## src/rtl/dmem_arbiter_pkg.sv

```systemverilog
// dmem_arbiter_pkg: shared state encodings, port ids and memory geometry defaults
package dmem_arbiter_pkg;
  localparam int DMEM_DATA_WIDTH = 8;
  localparam int DMEM_ADDR_BITS = 5;
  localparam logic PORT_CU = 1'b0;
  localparam logic PORT_LD = 1'b1;
  typedef enum logic [1:0] {IDLE = 2'd0, ISSUE = 2'd1, RESP = 2'd2} state_t;
endpackage

```

## src/rtl/dmem_arbiter_rr_pick2.sv

```systemverilog
// rr_pick2: combinational 2-way round-robin picker
module rr_pick2
  import dmem_arbiter_pkg::*;
(
  input  logic req0,
  input  logic req1,
  input  logic prio,
  output logic valid,
  output logic win
);
  assign valid = req0 | req1;
  assign win = (req0 & req1) ? prio : (req1 ? PORT_LD : PORT_CU);
endmodule

```

## src/rtl/dmem_arbiter.sv

```systemverilog
// dmem_arbiter: round-robin sharing of a 1-cycle synchronous data memory between CU and loader ports
module dmem_arbiter
  import dmem_arbiter_pkg::*;
#(
  parameter int DATA_WIDTH = DMEM_DATA_WIDTH,
  parameter int ADDR_BITS = DMEM_ADDR_BITS
) (
  input  logic                  clk,
  input  logic                  rst,
  input  logic                  req0,
  input  logic                  w_r0,
  input  logic [ADDR_BITS-1:0]  addr0,
  input  logic [DATA_WIDTH-1:0] wdata0,
  output logic                  gnt0,
  output logic                  done0,
  output logic [DATA_WIDTH-1:0] rdata0,
  input  logic                  req1,
  input  logic                  w_r1,
  input  logic [ADDR_BITS-1:0]  addr1,
  input  logic [DATA_WIDTH-1:0] wdata1,
  output logic                  gnt1,
  output logic                  done1,
  output logic [DATA_WIDTH-1:0] rdata1,
  output logic                  mem_en,
  output logic                  mem_we,
  output logic [ADDR_BITS-1:0]  mem_addr,
  output logic [DATA_WIDTH-1:0] mem_wdata,
  input  logic [DATA_WIDTH-1:0] mem_rdata
);
  state_t state, nxt;
  logic prio, win, wr, valid, pick;
  logic n_prio, n_win, n_wr, n_gnt0, n_gnt1, n_done0, n_done1, n_en, n_we;
  logic [ADDR_BITS-1:0] n_addr;
  logic [DATA_WIDTH-1:0] n_wdata, n_rdata0, n_rdata1;

  rr_pick2 u_pick (.req0(req0), .req1(req1), .prio(prio), .valid(valid), .win(pick));

  always_comb begin
    nxt = IDLE;
    n_prio = prio;
    n_win = win;
    n_wr = wr;
    n_gnt0 = 1'b0;
    n_gnt1 = 1'b0;
    n_done0 = 1'b0;
    n_done1 = 1'b0;
    n_en = 1'b0;
    n_we = 1'b0;
    n_addr = mem_addr;
    n_wdata = mem_wdata;
    n_rdata0 = rdata0;
    n_rdata1 = rdata1;
    case (state)
      IDLE: if (valid) begin
        nxt = ISSUE;
        n_win = pick;
        n_wr = pick ? w_r1 : w_r0;
        n_en = 1'b1;
        n_we = n_wr;
        n_addr = pick ? addr1 : addr0;
        n_wdata = pick ? wdata1 : wdata0;
        n_gnt0 = ~pick;
        n_gnt1 = pick;
        n_prio = ~pick;
      end
      ISSUE: nxt = RESP;
      RESP: begin
        n_done0 = ~win;
        n_done1 = win;
        n_rdata0 = (!wr && !win) ? mem_rdata : rdata0;
        n_rdata1 = (!wr && win) ? mem_rdata : rdata1;
      end
      default: nxt = IDLE;
    endcase
  end

  always_ff @(posedge clk) begin
    if (rst) begin
      state <= IDLE;
      prio <= PORT_CU;
      win <= PORT_CU;
      wr <= 1'b0;
      gnt0 <= 1'b0;
      gnt1 <= 1'b0;
      done0 <= 1'b0;
      done1 <= 1'b0;
      mem_en <= 1'b0;
      mem_we <= 1'b0;
      mem_addr <= '0;
      mem_wdata <= '0;
      rdata0 <= '0;
      rdata1 <= '0;
    end else begin
      state <= nxt;
      prio <= n_prio;
      win <= n_win;
      wr <= n_wr;
      gnt0 <= n_gnt0;
      gnt1 <= n_gnt1;
      done0 <= n_done0;
      done1 <= n_done1;
      mem_en <= n_en;
      mem_we <= n_we;
      mem_addr <= n_addr;
      mem_wdata <= n_wdata;
      rdata0 <= n_rdata0;
      rdata1 <= n_rdata1;
    end
  end
endmodule
```

## config.mk

```make
export PLATFORM = sky130hd
export DESIGN_NAME = dmem_arbiter
export DESIGN_NICKNAME = d
export VERILOG_FILES = /design/src/rtl/dmem_arbiter_pkg.sv /design/src/rtl/dmem_arbiter_rr_pick2.sv /design/src/rtl/dmem_arbiter.sv
export SDC_FILE = /design/constraint.sdc
export NUM_CORES = 1
export LEC_CHECK = 0
export CAP_MARGIN = 20
export CORE_AREA = 2 2 66 68
export CTS_BUF_LIST = sky130_fd_sc_hd__clkbuf_2 sky130_fd_sc_hd__clkbuf_4 sky130_fd_sc_hd__clkbuf_8
export CTS_CLUSTER_DIAMETER = 50
export DETAILED_ROUTE_END_ITERATION = 8
export DIE_AREA = 0 0 68 70
export GPL_ROUTABILITY_DRIVEN = 0
export PLACE_DENSITY = 0.79
export RECOVER_POWER = 50
export SYNTH_ARGS = -nofsm -noshare
export SYNTH_HDL_FRONTEND = slang
export SYNTH_SLANG_ARGS = --single-unit
```

## constraint.sdc

```tcl
create_clock -name clk -period 1.8 [get_ports clk]
set_input_delay 0.54 -clock clk [delete_from_list [all_inputs] [get_ports clk]]
set_output_delay 0.54 -clock clk [all_outputs]
set_load 0.005 [all_outputs]
```

==> results of run 1 <==
-- metrics by stage --
step | hold slack [ns] | power (W)
6_report | 0.453 | 0.00214
2_1_floorplan | 0.453 | 0.00119
3_5_place_dp | 0.449 | 0.00144
3_3_place_gp | 0.444 | 0.00143
5_1_grt | 0.480 | 0.00224
4_1_cts | 0.460 | 0.00217
-- path summary, 6_finish.rpt --
path,start,endpoint,slack (ns),cells after the start
worst max register to register,state[1],rdata1[0],0.25,3
worst min register to register,rdata0[7],rdata0[7],0.45,2
worst max-delay path,mem_wdata[4],mem_wdata[4],0.06,1
worst min-delay path,rdata0[7],rdata0[7],0.45,2
-- layout make-up --
| type | count | area [µm²] | area share |
|---|---|---|---|
| Clock buffer | 6 | 76.3 | 0.0292 |
| Clock inverter | 2 | 35.0 | 0.0134 |
| Multi-Input combinational cell | 119 | 732 | 0.280 |
| Timing Repair Buffer | 91 | 900 | 0.344 |
| Sequential cell | 40 | 801 | 0.307 |
| Tap cell | 52 | 65.1 | 0.0249 |
| Inverter | 1 | 3.75 | 0.00144 |
-- registers in the layout, summed over array words and instances (netlist names) --
name,cells
wr,1
rdata1,8
win,1
done0,1
mem_en,1
mem_wdata,8
prio,1
mem_addr,5
mem_we,1
done1,1
gnt1,1
rdata0,8
gnt0,1
state,2
-- worst register-to-register path: cells and delay by family, from the launching register on --
kind	cells	cell delay (ns)
AND/OR/NAND/NOR	2	0.60
flip-flops	1	0.56
multiplexers	1	0.26
-- cell families (layout without fill, tap and decap cells) --
| kind of cell | Yosys count | count (layout) | share of synthesized area |
|---|---|---|---|
| simple gates | 56 | 56 | 0.189 |
| compound gates | 55 | 55 | 0.204 |
| flops | 40 | 40 | 0.488 |
| buf+inv | 19 | 100 | 0.0701 |
| mux | 8 | 8 | 0.0488 |
-- what timing repair did --
item / 4_1_cts / 5_1_grt
pin swaps: 0 / 0
resized for setup: 1 / 2
hold buffers: 0 / 0
setup endpoints to repair: 14 / 7
-- power by group through the flow --
stage	combinational, W	sequential (W)	clock [W]
3_5_place_dp	0.000434	0.00101	0
2_1_floorplan	0.000188	0.000999	0
3_3_place_gp	0.000426	0.00101	0
5_1_grt	0.000463	0.000996	0.000777
6_report	0.000426	0.000989	0.000725
4_1_cts	0.000438	0.000989	0.000742
-- cell usage in the layout (no fill, tap or decap), drive strengths merged --
cell            n
mux2i           8
nand2          17
dlygate4sd3    12
nor3            1
clkbuf         10
a311oi         14
nand2b          1
and4bb          2
o21ai          14
nor3b           2
bufinv          1
buf            13
a211oi          2
clkinv          1
o31ai           1
and2b           1
nand3          15
nor4            1
dfxtp          40
or4b            1
a21oi          24
nor2           12
nor4b           2
inv             1
clkdlybuf4s50  62
or2             1
-- per-layer routing --
| layer | GRT usage | vias up |
|---|---|---|
| met5 | 0 | - |
| met4 | 0.0733 | 0 |
| met3 | 0.0580 | 7 |
| met2 | 0.318 | 66 |
| met1 | 0.220 | 743 |
| li1 | - | 808 |
==> impl_metrics.json, run 1 <==
{
  "startpoint_type": "flip-flop",
  "cp-end-kind": "output pin",
  "track_usage": 0.190,
  "seq_area_frac_synth": 0.488,
  "utilization": 0.630,
  "seqPwrFrac": 0.462,
  "drv_slew": 0,
  "fin_ws_ns": 0.0595,
  "fp-row-count": 24,
  "cts_root_buffer": "clkbuf_8",
  "area_delta_synth_final_pct": 59.1,
  "n_fill_cell": 386,
  "first_pass_iters": 4,
  "swShare": 0.241,
  "power.internal_w": 0.00162,
  "drv_cap": 0,
  "combPwrFrac": 0.199,
  "highest_layer": "met4",
  "tns_ns": 0,
  "dp_cells": 303,
  "grt_max_degree": 18,
  "clkPwrFrac": 0.339,
  "die_area_um2": 4760,
  "synth-seq-cells": 40,
  "wl_met1_um": 1760,
  "cts_setup_buffers": 0,
  "status": "finished clean",
  "synthTopCellsByCount": "40 x dfxtp_1, 24 x a21oi_1, 17 x nand2_1",
  "synth_top_area_frac": 0.488,
  "synth_ff_type": "dfxtp_1",
  "power_density_nw_per_um2": 819,
  "yosysWarnings": 0,
  "synthArstFlopShare": 0,
  "netlist_area_um2": 1640,
  "cts_tree": "done",
  "dpl-instance-area_um2": 2510,
  "ant_nets": 0,
  "start_util": 0.396,
  "finClkSkew_ns": 0.00872,
  "fmax_mhz": 575,
  "drc": 0,
  "slowest_delay_ns": 0.58,
  "dr_wl_met2_um": 2110,
  "syn_inst": 178,
  "htreeDepth": 2,
  "synth_top_area_cell": "dfxtp_1",
  "drive_gt1_frac": 0.108,
  "setup_violations": 0,
  "path_delay_family": "buffers and inverters",
  "rsz0062_at_grt": "false",
  "layout.nets": 298,
  "io_pins": 75,
  "wirelength_um": 4260,
  "p_sw_w": 0.000515,
  "clkTransAtPathRegs_ns": 0.07,
  "path_cells": "dlygate4sd3_1",
  "viasPerCell": 5.22,
  "drtIter0Drc": 65,
  "hpwlAfterDp_um": 3200,
  "leakagePower_nw": 0.959,
  "wl_met3_um": 328,
  "antenna_found_initial": 0,
  "clockBufferDepth": 2,
  "dp_slack_ns": -0.362,
  "diodes": 0,
  "clk_latency_ns": 0.29,
  "overflow": 0,
  "grt_pass1_vias": 1624,
  "dieWidth_um": 68,
  "finalHoldViolCount": 0,
  "cp_slowest_cell": "dlygate4sd3_1",
  "die_h_um": 70,
  "cts.sinks": 40,
  "cts_made_buffers": 5,
  "worstPathRequired_ns": 1.26,
  "synthTopCellsByArea": "dfxtp_1 49%, a311oi_1 7.5%, a21oi_1 7.3%",
  "ys_types": 27,
  "worst_ep_arrival_time_ns": 1.20,
  "syn_area_per_cell_um2": 9.22,
  "maxSlewHeadroom": 0.615,
  "yosysMostFrequentCell": "dfxtp_1",
  "fin_crit_sh": 0.967,
  "crit_buf_inv": 1,
  "min_period_ns": 1.74,
  "routedWlPerCell_um": 13.7,
  "worstSetupPathType": "flip-flop to output pin",
  "core-area_um2": 4140,
  "layout.cells.non_filler": 311,
  "dr_total_vias": 1624,
  "cp_max_fo": 2,
  "io_buffers": 74,
  "vdd_drop_max_mv": 0.535,
  "max_slew.worst_pin.slew_ns": 0.576,
  "synth_edf_count": 0,
  "grt_pass1_wl_um": 6980,
  "hold_class": "flip-flop to flip-flop",
  "syn-num-nets": 218,
  "final_cell_area_um2": 2610
}
Power figures use the tool's default switching activity.
==> run 2, diff against run 1 <==
--- a/config.mk
+++ b/config.mk
@@ -14,6 +14,7 @@
 export GPL_ROUTABILITY_DRIVEN = 0
 export PLACE_DENSITY = 0.79
 export RECOVER_POWER = 50
+export SKIP_LAST_GASP = 1
 export SYNTH_ARGS = -nofsm -noshare
 export SYNTH_HDL_FRONTEND = slang
 export SYNTH_SLANG_ARGS = --single-unit
==> results of run 2 <==
No change in the layout: final DEF, timing and power equal those of run 1.
==> edit 1, RTL diff (settings of run 1) <==
`mem_addr` no longer has a reset.
--- a/src/rtl/dmem_arbiter.sv
+++ b/src/rtl/dmem_arbiter.sv
@@ -87,5 +87,4 @@
       mem_en <= 1'b0;
       mem_we <= 1'b0;
-      mem_addr <= '0;
       mem_wdata <= '0;
       rdata0 <= '0;
@@ -102,5 +101,4 @@
       mem_en <= n_en;
       mem_we <= n_we;
-      mem_addr <= n_addr;
       mem_wdata <= n_wdata;
       rdata0 <= n_rdata0;
@@ -108,3 +106,7 @@
     end
   end
+
+  always_ff @(posedge clk) begin
+    mem_addr <= n_addr;
+  end
 endmodule
Check against the original RTL: not equivalent (a bounded check fails within 4 cycles, from zero or initial values and one cycle with rst high).
==> edit 1 against run 1 <==
Global-route usage decreased by 1.9 points. Total power decreased by 10%. Synthesized cell count decreased by 12%. Setup slack improved by 0.045 ns. Cell area decreased by 4.5%. Synthesized area decreased by 4.2%. Sequential share of layout area increased by 3.5 points. Worst hold slack about the same. Sequential cell count unchanged. Routed wire length decreased by 9.0%. Non-clock buffer count decreased by 4. Critical endpoint is now gnt1.
==> edit 1: results (changes against run 1) <==
[metrics] count of nets after finishing: 281 (-5.7%)
[metrics] Total Routing Usage GR: 17.0% (-1.9 points)
[metrics] cts bufs inserted: 5 (unchanged)
[metrics] maximum fanout encountered on the critical timing path: 1 (-1)
[metrics] via count of the first global-routing pass: 1345 (-17%)
[metrics] share of cells above drive strength 1: 11.7% (+0.86 points)
[metrics] Worst Skew: 0.00466 ns (-0.00406 ns)
[metrics] endpoint of the worst hold-timing path: rdata0[5]$_SDFFE_PP0P_
[metrics] 1st-iter DRT viols: 94 (+45%)
[metrics] static power due to leakage: 0.905 nW (-5.6%)
[metrics] post-detail-place hpwl: 2.92 mm (-8.6%)
[metrics] worst setup path endpoint: gnt1
[metrics] worst flop-to-flop path endpoint: rdata1[0]$_SDFFE_PP0P_
[metrics] via density per instance: 4.99 (-4.4%)
[metrics] # H-tree levels: 2 (unchanged)
[metrics] antenna diode instance count: 0 (unchanged)
[metrics] post-cts resize count: 0 (-1)
[metrics] Post-CTS Setup Inserts: 0 (unchanged)
[metrics] leading register cell type out of synthesis: sky130_fd_sc_hd__dfxtp_1
[metrics] most frequent cells after synthesis: 35 x sky130_fd_sc_hd__dfxtp_1, 21 x sky130_fd_sc_hd__a21oi_1, 18 x sky130_fd_sc_hd__nand2_1
[metrics] Critical Path AT: 1.16 ns (-0.04 ns)
[metrics] CTS Root Cell: sky130_fd_sc_hd__clkbuf_8
[metrics] origin of the worst setup path: gnt1$_SDFF_PP0_
[metrics] Crit Reg-Reg Startpoint: state[0]$_SDFF_PP0_
[metrics] instance area after placement: 0.00242 mm2 (-3.8%)
[metrics] hold slack final: 0.453 ns (+0.000125 ns)
[metrics] minimum setup slack among reg-to-reg paths: 0.32 ns (+0.07 ns)
[metrics] IR drop worst, VDD: 0.471 mV (-12%)
[metrics] maximum number of pins on one net before global-route repair: 15 (-3)
[metrics] Filler Cells Inserted: 370 (-4.1%)
[metrics] leading post-synthesis cells by cell area: sky130_fd_sc_hd__dfxtp_1 45%, sky130_fd_sc_hd__edfxtp_1 9.5%, sky130_fd_sc_hd__a21oi_1 6.7%, sky130_fd_sc_hd__mux2i_1 5.1%, sky130_fd_sc_hd__a311oi_1 5.0%
[metrics] syn nets: 197 (-9.6%)
[metrics] share of the yosys chip area belonging to registers: 54.1% (+5.3 points)
[metrics] number of flops mapped to enable cells by yosys: 5 (+5)
[metrics] actual transition at the worst max-transition pin: 0.512 ns (-0.0642 ns)
[metrics] number of stages on the worst hold path: 2 (unchanged)
[metrics] synth unique cells: 28 (+3.7%)
[metrics] routed length per placed instance: 13.3 um (-3.1%)
[metrics] status: completed
[metrics] hold path startpoint: rdata0[5]$_SDFFE_PP0P_
[metrics] global-route wire length before repair: 6.15 mm (-12%)
[metrics] CP max stage cell: sky130_fd_sc_hd__dlygate4sd3_1
-- edit 1: changes by cell type in the layout (fill, tap and decap cells not counted), sizes merged, moves of 3 or more --
cell / before / now
a21oi: 24 / 21
a311oi: 14 / 9
clkbuf: 10 / 7
clkdlybuf4s50: 62 / 69
dfxtp: 40 / 35
dlygate4sd3: 12 / 5
edfxtp: 0 / 5
mux2: 0 / 5
nand3: 15 / 9
o21ai: 14 / 9
-- edit 1: tightest hold or removal path: stages (launching register included) --
cell and delay, ns:
sky130_fd_sc_hd__dfxtp_1 0.31, sky130_fd_sc_hd__nand2_1 0.05, sky130_fd_sc_hd__a21oi_1 0.05
-- edit 1: kinds of logic (layout without fill, tap and decap cells) --
logic type	after synthesis	count (layout)	synth area share, %
multiplexers	13	13	8.67
buffers and inverters	14	97	4.61
AO/OA/AOI/OAI	41	41	16.1
flip-flops	40	40	54.1
AND/OR/NAND/NOR	49	49	16.5
-- edit 1: cell type report --
type | count | area [um2] | share of cell area, %
clock buffers | 6 | 76.3 | 3.06
inverters | 4 | 18.8 | 0.752
multi-input cells | 103 | 649 | 26.0
flip-flops and latches | 40 | 851 | 34.1
well taps | 52 | 65.1 | 2.61
repair buffers | 87 | 835 | 33.5
-- edit 1: routing by layer --
metal / up-vias / track usage (%) / wire (um)
li1: 732 / - / -
met1: 659 / 20.4 / 1640
met2: 60 / 27.2 / 1860
met3: 6 / 6.76 / 319
met4: 0 / 6.00 / 56
met5: - / 0 / 0
-- edit 1: stage by stage --
step	worst slack [ns]	std cells
global placement	-0.122	286
detailed placement	-0.163	286
global route	0.0119	292
floorplan	0.350	157
finish	0.104	292
CTS	0.0949	292
-- edit 1: power by group --
part / internal [W] / switching [W]
clock network: 0.000273 / 0.000276
logic: 0.000234 / 0.000140
registers: 0.000965 / 0.0000357
==> edit 2, RTL diff (flow settings as in run 1) <==
Made on the original files. The package constant `DMEM_DATA_WIDTH` goes from 8 to 12.
--- a/src/rtl/dmem_arbiter_pkg.sv
+++ b/src/rtl/dmem_arbiter_pkg.sv
@@ -1,5 +1,5 @@
 // dmem_arbiter_pkg: shared state encodings, port ids and memory geometry defaults
 package dmem_arbiter_pkg;
-  localparam int DMEM_DATA_WIDTH = 8;
+  localparam int DMEM_DATA_WIDTH = 12;
   localparam int DMEM_ADDR_BITS = 5;
   localparam logic PORT_CU = 1'b0;
Ports: changed (6 resized); port bits go from 75 to 99. The function was not compared with the original's and may differ.
==> edit 2 against run 1 <==
Sequential cell count grew 12. Global-route usage grew 5.2 points. Cell area grew 24%. Worst hold slack gained 0.0028 ns. Count of clock-buffer cells in the layout is the same. Routed wire length grew 31%. Sequential power grew 28%. Synthesized area grew 28%. Synthesized cell count grew 37%. Clock power shrank 7.7%. Setup slack gained 0.0090 ns. Highest routed layer unchanged. Total power grew 16%. Largest cell class unchanged.
==> edit 2: results (changes against run 1) <==
[metrics] syn nets: 295 (+35%)
[metrics] routed metal-1 wire length: 2.27 mm (+29%)
[metrics] combinational fraction of design power: 21.9% (+2.0 points)
[metrics] antenna diode instance count: 0 (unchanged)
[metrics] origin of the worst setup path: mem_en$_SDFF_PP0_
[metrics] count of nets after finishing: 393 (+32%)
[metrics] instance area after placement: 0.00319 mm2 (+27%)
[metrics] fraction of power spent switching nets: 25.6% (+1.5 points)
[metrics] cells on worst reg2reg path: 3 (unchanged)
[metrics] Routed WL: 5.57 mm (+31%)
[metrics] static power due to leakage: 1.12 nW (+17%)
[metrics] minimum setup slack among reg-to-reg paths: 0.29 ns (+0.04 ns)
[metrics] number of buffers added to fix hold violations after cts: 0 (unchanged)
[metrics] share of the yosys chip area belonging to registers: 49.4% (+0.63 points)
[metrics] sum of met3 wire segment lengths after detailed routing: 525 um (+60%)
[metrics] maximum fanout encountered on the critical timing path: 1 (-1)
[metrics] proportion of register bits with asynchronous set or reset after synthesis: 0% (unchanged)
[metrics] Total Routing Usage GR: 24.2% (+5.2 points)
[metrics] Slew HR: 29.1% (-32 points)
[metrics] synth unique cells: 28 (+3.7%)
[metrics] via count: 2123 (+31%)
[metrics] clock slew at reported path FFs: 0.09 ns (+0.02 ns)
[metrics] Post-Place Worst Slack: -0.114 ns (+0.248 ns)
[metrics] maximum number of pins on one net before global-route repair: 53 (+35)
[metrics] most frequent cells after synthesis: 52 x sky130_fd_sc_hd__dfxtp_1, 49 x sky130_fd_sc_hd__nand2_1, 44 x sky130_fd_sc_hd__a21oi_1
[metrics] global-route wire length before repair: 8.89 mm (+28%)
[metrics] post-cts resize count: 0 (-1)
[metrics] IR drop worst, VDD: 0.607 mV (+13%)
[metrics] worst setup path endpoint: mem_en
[metrics] Filler Cells Inserted: 313 (-19%)
[metrics] status: completed
[metrics] min-delay worst type: reg -> reg
[metrics] Final Cycle Share: 96.2% (-0.50 points)
[metrics] via count of the first global-routing pass: 2037 (+25%)
[metrics] share of cells above drive strength 1: 10.2% (-0.58 points)
[metrics] hold slack final: 0.456 ns (+0.00281 ns)
[metrics] worst flop-to-flop path endpoint: rdata0[10]$_SDFFE_PP0P_
[edit 2: cell types whose count changed after synthesis, sizes merged, moves of 3 or more]
cell and delta:
dfxtp +12, a21oi +20, clkbuf +8, nand3 +4, o21ai +4, a311oi +4, nor2 -9, buf -3
mux2i -8, nand2 +32
[edit 2: cell type report]
class	count	area, um2	share of cell area [%]
repair buffers	114	1100	34.0
flip-flops and latches	52	1040	32.1
multi-input cells	167	941	29.0
clock buffers	6	82.6	2.54
well taps	52	65.1	2.00
clock inverters	2	10.0	0.308
inverters	1	3.75	0.116
[edit 2: cell families (layout without fill, tap and decap cells)]
kind of cell / Yosys count / after routing / synth area share [%]
and+or+nand+nor: 84 / 84 / 19.2
buffers and inverters: 24 / 123 / 5.05
AOI/OAI and AO/OA: 83 / 83 / 26.4
DFF: 52 / 52 / 49.4
[edit 2: metal layers]
metal	vias to the layer above	global-route usage (%)
met4	0	7.11
met2	90	41.1
li1	1064	-
met3	4	8.70
met1	965	27.8
met5	-	0
